<file path="src/rtl/pc_fetch_unit.sv">
// ---------------------------------------------------------------------------
// pc_fetch_unit
//
// Instruction-fetch stage for the MIPS core. Holds the program counter,
// fetches one word at a time from instruction memory with a req/ack
// handshake, and presents it to decode with a valid/ready handshake.
// Branch, jump and jr redirects steer the next fetch. A misaligned jr target
// parks the unit in HALT until reset.
//
// Ports:
//   clk, rst_n          clock, synchronous active-low reset
//   imem_req/addr       fetch request and address (address = pc)
//   imem_ack/rdata      memory response, rdata valid when ack=1
//   if_valid/ready      handshake to decode
//   if_instr/pc/pc4     held instruction, its address, and address + 4
//   jaddr_pc_hi/index   fields for the jump-address builder
//   redirect_*          control-flow change request and its operands
//   branch_offset       sign-extended 16-bit word offset
//   jump_target         result of the jump-address builder
//   jr_target           register operand for jr
//   misalign_err        sticky flag, set when a jr target is misaligned
// ---------------------------------------------------------------------------
module pc_fetch_unit #(
    parameter logic [31:0] RESET_PC = 32'h0000_0000
) (
    input  logic        clk,
    input  logic        rst_n,
    output logic        imem_req,
    output logic [31:0] imem_addr,
    input  logic        imem_ack,
    input  logic [31:0] imem_rdata,
    output logic        if_valid,
    input  logic        if_ready,
    output logic [31:0] if_instr,
    output logic [31:0] if_pc,
    output logic [31:0] if_pc4,
    output logic [3:0]  jaddr_pc_hi,
    output logic [25:0] jaddr_index,
    input  logic        redirect_valid,
    input  logic [1:0]  redirect_sel,
    input  logic [31:0] redirect_pc4,
    input  logic [31:0] branch_offset,
    input  logic [31:0] jump_target,
    input  logic [31:0] jr_target,
    output logic        misalign_err
);

    typedef enum logic [1:0] {
        FETCH = 2'b00,
        HOLD  = 2'b01,
        HALT  = 2'b10
    } state_t;

    localparam logic [1:0] SEL_NONE   = 2'b00;
    localparam logic [1:0] SEL_BRANCH = 2'b01;
    localparam logic [1:0] SEL_JUMP   = 2'b10;
    localparam logic [1:0] SEL_JR     = 2'b11;

    state_t      state;
    logic [31:0] pc;

    logic        redirect_take;
    logic        jr_misaligned;
    logic [31:0] redirect_target;

    // The top two offset bits shift out of the word-to-byte conversion.
    logic        unused_offset_bits;
    assign unused_offset_bits = ^branch_offset[31:30];

    // Redirect wins over both the memory ack and the decode handshake; a
    // halted unit ignores redirects entirely.
    always_comb begin
        // NOTE: every always_comb output gets a default first so no path
        // leaves it unassigned, which would infer a latch.
        redirect_target = pc;
        jr_misaligned   = 1'b0;
        redirect_take   = redirect_valid && (redirect_sel != SEL_NONE) && (state != HALT);
        case (redirect_sel)
            SEL_BRANCH: redirect_target = redirect_pc4 + {branch_offset[29:0], 2'b00};
            SEL_JUMP:   redirect_target = jump_target;
            SEL_JR: begin
                redirect_target = jr_target;
                jr_misaligned   = (jr_target[1:0] != 2'b00);
            end
            default:    redirect_target = pc;
        endcase
    end

    // Request is gated by rst_n directly so the memory never sees a request
    // during reset, even before the first edge has cleared the state.
    assign imem_req  = rst_n && (state == FETCH);
    assign imem_addr = pc;

    assign jaddr_pc_hi = if_pc4[31:28];
    assign jaddr_index = if_instr[25:0];

    always_ff @(posedge clk) begin
        // NOTE: state registers use non-blocking assignments so every
        // register samples pre-edge values regardless of statement order.
        if (!rst_n) begin
            state        <= FETCH;
            pc           <= RESET_PC;
            if_valid     <= 1'b0;
            if_instr     <= 32'h0;
            if_pc        <= 32'h0;
            if_pc4       <= 32'h0;
            misalign_err <= 1'b0;
        end else if (redirect_take) begin
            // Squash whatever is held; any ack this cycle is discarded.
            if_valid <= 1'b0;
            if (jr_misaligned) begin
                state        <= HALT;
                misalign_err <= 1'b1;
            end else begin
                state <= FETCH;
                pc    <= redirect_target;
            end
        end else begin
            case (state)
                FETCH: begin
                    if (imem_ack) begin
                        if_instr <= imem_rdata;
                        if_pc    <= pc;
                        if_pc4   <= pc + 32'd4;
                        pc       <= pc + 32'd4;
                        if_valid <= 1'b1;
                        state    <= HOLD;
                    end
                end
                HOLD: begin
                    if (if_ready) begin
                        if_valid <= 1'b0;
                        state    <= FETCH;
                    end
                end
                HALT: begin
                    if_valid     <= 1'b0;
                    misalign_err <= 1'b1;
                end
                default: begin
                    state    <= FETCH;
                    if_valid <= 1'b0;
                end
            endcase
        end
    end

endmodule
</file>
<file path="config.mk">
export PLATFORM = sky130hd
export DESIGN_NAME = pc_fetch_unit
export DESIGN_NICKNAME = d
export VERILOG_FILES = /design/src/rtl/pc_fetch_unit.sv
export SDC_FILE = /design/constraint.sdc
export NUM_CORES = 1
export LEC_CHECK = 0
export ABC_AREA = 1
export CAP_MARGIN = 20
export CORE_MARGIN = 10
export CORE_UTILIZATION = 48
export DETAILED_ROUTE_END_ITERATION = 7
export GPL_TIMING_DRIVEN = 0
export PLACE_DENSITY = 0.87
export SKIP_CTS_REPAIR_TIMING = 1
export SYNTH_ARGS = -nofsm -noshare
export SYNTH_HDL_FRONTEND = slang
export SYNTH_SLANG_ARGS = --single-unit
</file>
<file path="constraint.sdc">
create_clock -name clk -period 6.1 [get_ports clk]
set_input_delay 1.22 -clock clk [delete_from_list [all_inputs] [get_ports clk]]
set_output_delay 1.22 -clock clk [all_outputs]
set_load 0.02 [all_outputs]
</file>
==> key figures <==
Power and ir drop
  • Maximum vdd ir drop: 0.000196 V
  • PnR Total Power: 0.00304 W
  • Power Density: roughly 240 nW/um^2
  • LEAKAGE: 5.52 nW

Timing
  • Worst-margin pin slew: approximately 800 ps
  • Clock Skews: 6.08 ps
  • Final Max Tran Viols: 0
  • Worst Hold Slack: 471 ps
  • Slew HR: a little under half
  • Final setup vio count: 0
  • Setup TNS: 0 ps
  • Final Hold Vio Count: 0
  • F_max: between 0.2 and 0.25 GHz
  • Period minus WS final: about 4400 ps
  • RSZ-0062 raised after global routing: false
  • Final period util: between 70% and 80%

Yosys
  • Asr flop ratio synth: 0%
  • Avg Cell Area, Syn: 6.47 um^2
  • Synth Area in Compound Gates: 18.5%
  • Xor and xnor fraction of the mapped netlist area: 1.87%
  • Main flop type after synthesis: dfxtp_1
  • Synth Area in Simple Gates: 31.5%
  • Ys Warns: 0
  • Count of different cell masters after synthesis: 43
  • EDFF count, synth: 0
  • Post-Syn Nets: approximately 1500
  • #FFs+latches synth: 130
  • Syn Inst Count: 1306
  • Post-synthesis mux area share: 0%
  • Register area share after synthesis: 30.8%
  • Largest family of logic cells by synthesized area: simple AND/OR/NAND/NOR gates
  • Cell Area, Synth: 8440 um^2
  • Post-synthesis adder-cell area fraction: 4.68%

Job
  • Max_cap viols: 0

Floorplan
  • Die ar.: 23300 um^2
  • IO Pins: 328
  • Die Ht: ~150 um
  • Die Wd: ~150 um
  • CORE AREA: 17300 um^2
  • Initial Utilization: between 40% and 50%
  • Site Rows: 48

GRT
  • Total GRT Usage: 29.6%
  • Largest net degree at the start of global routing: 17
  • Vias in the first global route: 9965
  • Initial antenna violation count: 1
  • GRT Residual Overflow: 0
  • First-pass GRT wire length: 55500 um

Clock network
  • Clock tree buffer depth: 2
  • Total clock buffers created by CTS: 17
  • CTS tree: built
  • Htree depth: 4
  • Clock latency on the worst-skew pair: 430 ps
  • Reg clk slew, reported paths: approximately 60 ps
  • Clock root buffer: clkbuf_16
  • CTS sink cnt: 130

Final layout
  • Area grow syn2layout: 48.9%
  • Post-layout util: between 70% and 80%
  • Layout cells sized above 1: 7.76%
  • Nets: 1847
  • Number of fill cells: roughly 1500
  • Layout Cells excl Fill: about 1900

Critical path
  • Worst Setup End Kind: output port
  • CP Launch Type: primary input
  • Kind of critical path: in -> out
  • Worst EP arrival: 3150 ps
  • Crit-path max FO: 10
  • Critical Path RT: 4880 ps

Drt
  • DR vias: 10300
  • WL/cell: 19.3 um
  • DRT Pass-1 Iters: 8
  • DR vias/cell: 5.47
  • Post-route DRC: 0
  • Antenna Nets Post-Route: 0
  • Post-Route WL: 36400 um
  • Initial DRC Count: 937

Place
  • Gp weighted congestion: 1.04
  • Placed cells: 1855
  • DP Wirelength: 29800 um
  • Port Buf Inserts: 324

Outcome
  • Status: complete, no violations

Hold path
  • Min-Delay Path Class: reg -> reg
-- report_power, final --
| part | internal (W) | switching [W] |
|---|---|---|
| sequential | 0.000928 | 0.0000808 |
| clock | 0.000638 | 0.000404 |
| combinational | 0.000434 | 0.000551 |
| total | 0.00200 | 0.00104 |
-- cell usage in the layout, fill, tap and decap left out, drive strengths merged, types with 2 or more instances in the layout --
master         instances
clkbuf                52
xnor2                  5
and2                   2
o21a                   3
or2                    9
a22o                   4
o21bai                 6
clkinv                 3
clkinvlp               2
nand3                 88
buf                   57
ha                    30
nand2                298
a221oi                20
inv                  154
a31oi                  7
o21ai                125
a21oi                 89
nor3                  24
nand3b                 2
bufinv                 2
nor3b                  4
clkdlybuf4s50        324
o211ai                15
a211oi                 4
nor2                 172
nand4                 13
xor2                  13
dfxtp                130
-- cells in the mapped netlist (4+ instances only) --
master | count | area (um^2)
inv_1 | 142 | 533
nand3_1 | 87 | 435
or2_2 | 6 | 37.5
a221oi_1 | 20 | 175
o21ai_0 | 119 | 596
nor3_2 | 9 | 90.1
a22o_1 | 4 | 35.0
buf_2 | 14 | 70.1
nor2_1 | 164 | 616
o211ai_1 | 15 | 113
ha_1 | 30 | 375
nand2_1 | 296 | 1110
a31oi_1 | 7 | 43.8
a21oi_1 | 89 | 445
buf_4 | 42 | 315
nand4_1 | 13 | 81.3
a211oi_1 | 4 | 30.0
xnor2_1 | 5 | 43.8
nor2_2 | 6 | 37.5
inv_2 | 9 | 33.8
o21bai_1 | 6 | 45.0
nor3_1 | 14 | 70.1
xor2_1 | 13 | 114
dfxtp_1 | 130 | 2600
clkbuf_1 | 30 | 113
-- worst paths after layout --
path	start	endpoint	slack, ps	depth (start not counted)
max	rst_n	imem_req	1730	5
min	if_pc[2]$_SDFFE_PN0P_	if_pc[2]$_SDFFE_PN0P_	470	2
max reg2reg	imem_addr[2]$_SDFFE_PN0P_	imem_addr[12]$_SDFFE_PN0P_	3830	10
min reg2reg	if_pc[2]$_SDFFE_PN0P_	if_pc[2]$_SDFFE_PN0P_	470	2
-- stage by stage --
stage	worst slack [ps]	area (um^2)
2_1_floorplan	2780	8440
3_3_place_gp	1820	12000
3_5_place_dp	1820	12000
4_1_cts	1800	12600
5_1_grt	1710	12600
6_report	1730	12600
-- worst max-delay path, cell delays in order --
cell and delay (ps):
clkbuf_1 460, inv_1 230, clkbuf_1 360, nor2_1 220
clkdlybuf4s50_1 650
-- layout make-up --
class | count | area (um^2) | area share (%)
multi-input cells | 938 | 4770 | 38.0
repair buffers | 324 | 3240 | 25.8
flip-flops and latches | 130 | 2600 | 20.7
inverters | 151 | 567 | 4.51
plain buffers | 87 | 502 | 3.99
clock buffers | 22 | 474 | 3.77
well taps | 225 | 282 | 2.24
clock inverters | 10 | 124 | 0.985
diodes | 1 | 2.50 | 0.0199
-- cell families (layout without fill, tap and decap cells) --
family                   Yosys count  count (layout)
buffers and inverters            238             594
AO/OA/AOI/OAI                    275             275
AND/OR/NAND/NOR                  614             614
adder cells (fa/ha/maj)           31              31
other                              0               1
XOR/XNOR                          18              18
flip-flops                       130             130
-- routing by layer --
metal | routed length, um | vias to the layer above | global-route usage, %
li1 | - | 4949 | -
met1 | 14000 | 4716 | 33.3
met2 | 17200 | 573 | 49.7
met3 | 3830 | 89 | 9.68
met4 | 1430 | 0 | 13.5
met5 | 0 | - | 0
-- registers in the layout (all words and copies together), names as in the netlist --
| signal | count |
|---|---|
| if_instr | 32 |
| if_pc4 | 30 |
| state | 2 |
| if_valid | 1 |
| if_pc | 32 |
| imem_addr | 32 |
| misalign_err | 1 |
Power figures use the tool's default switching activity.
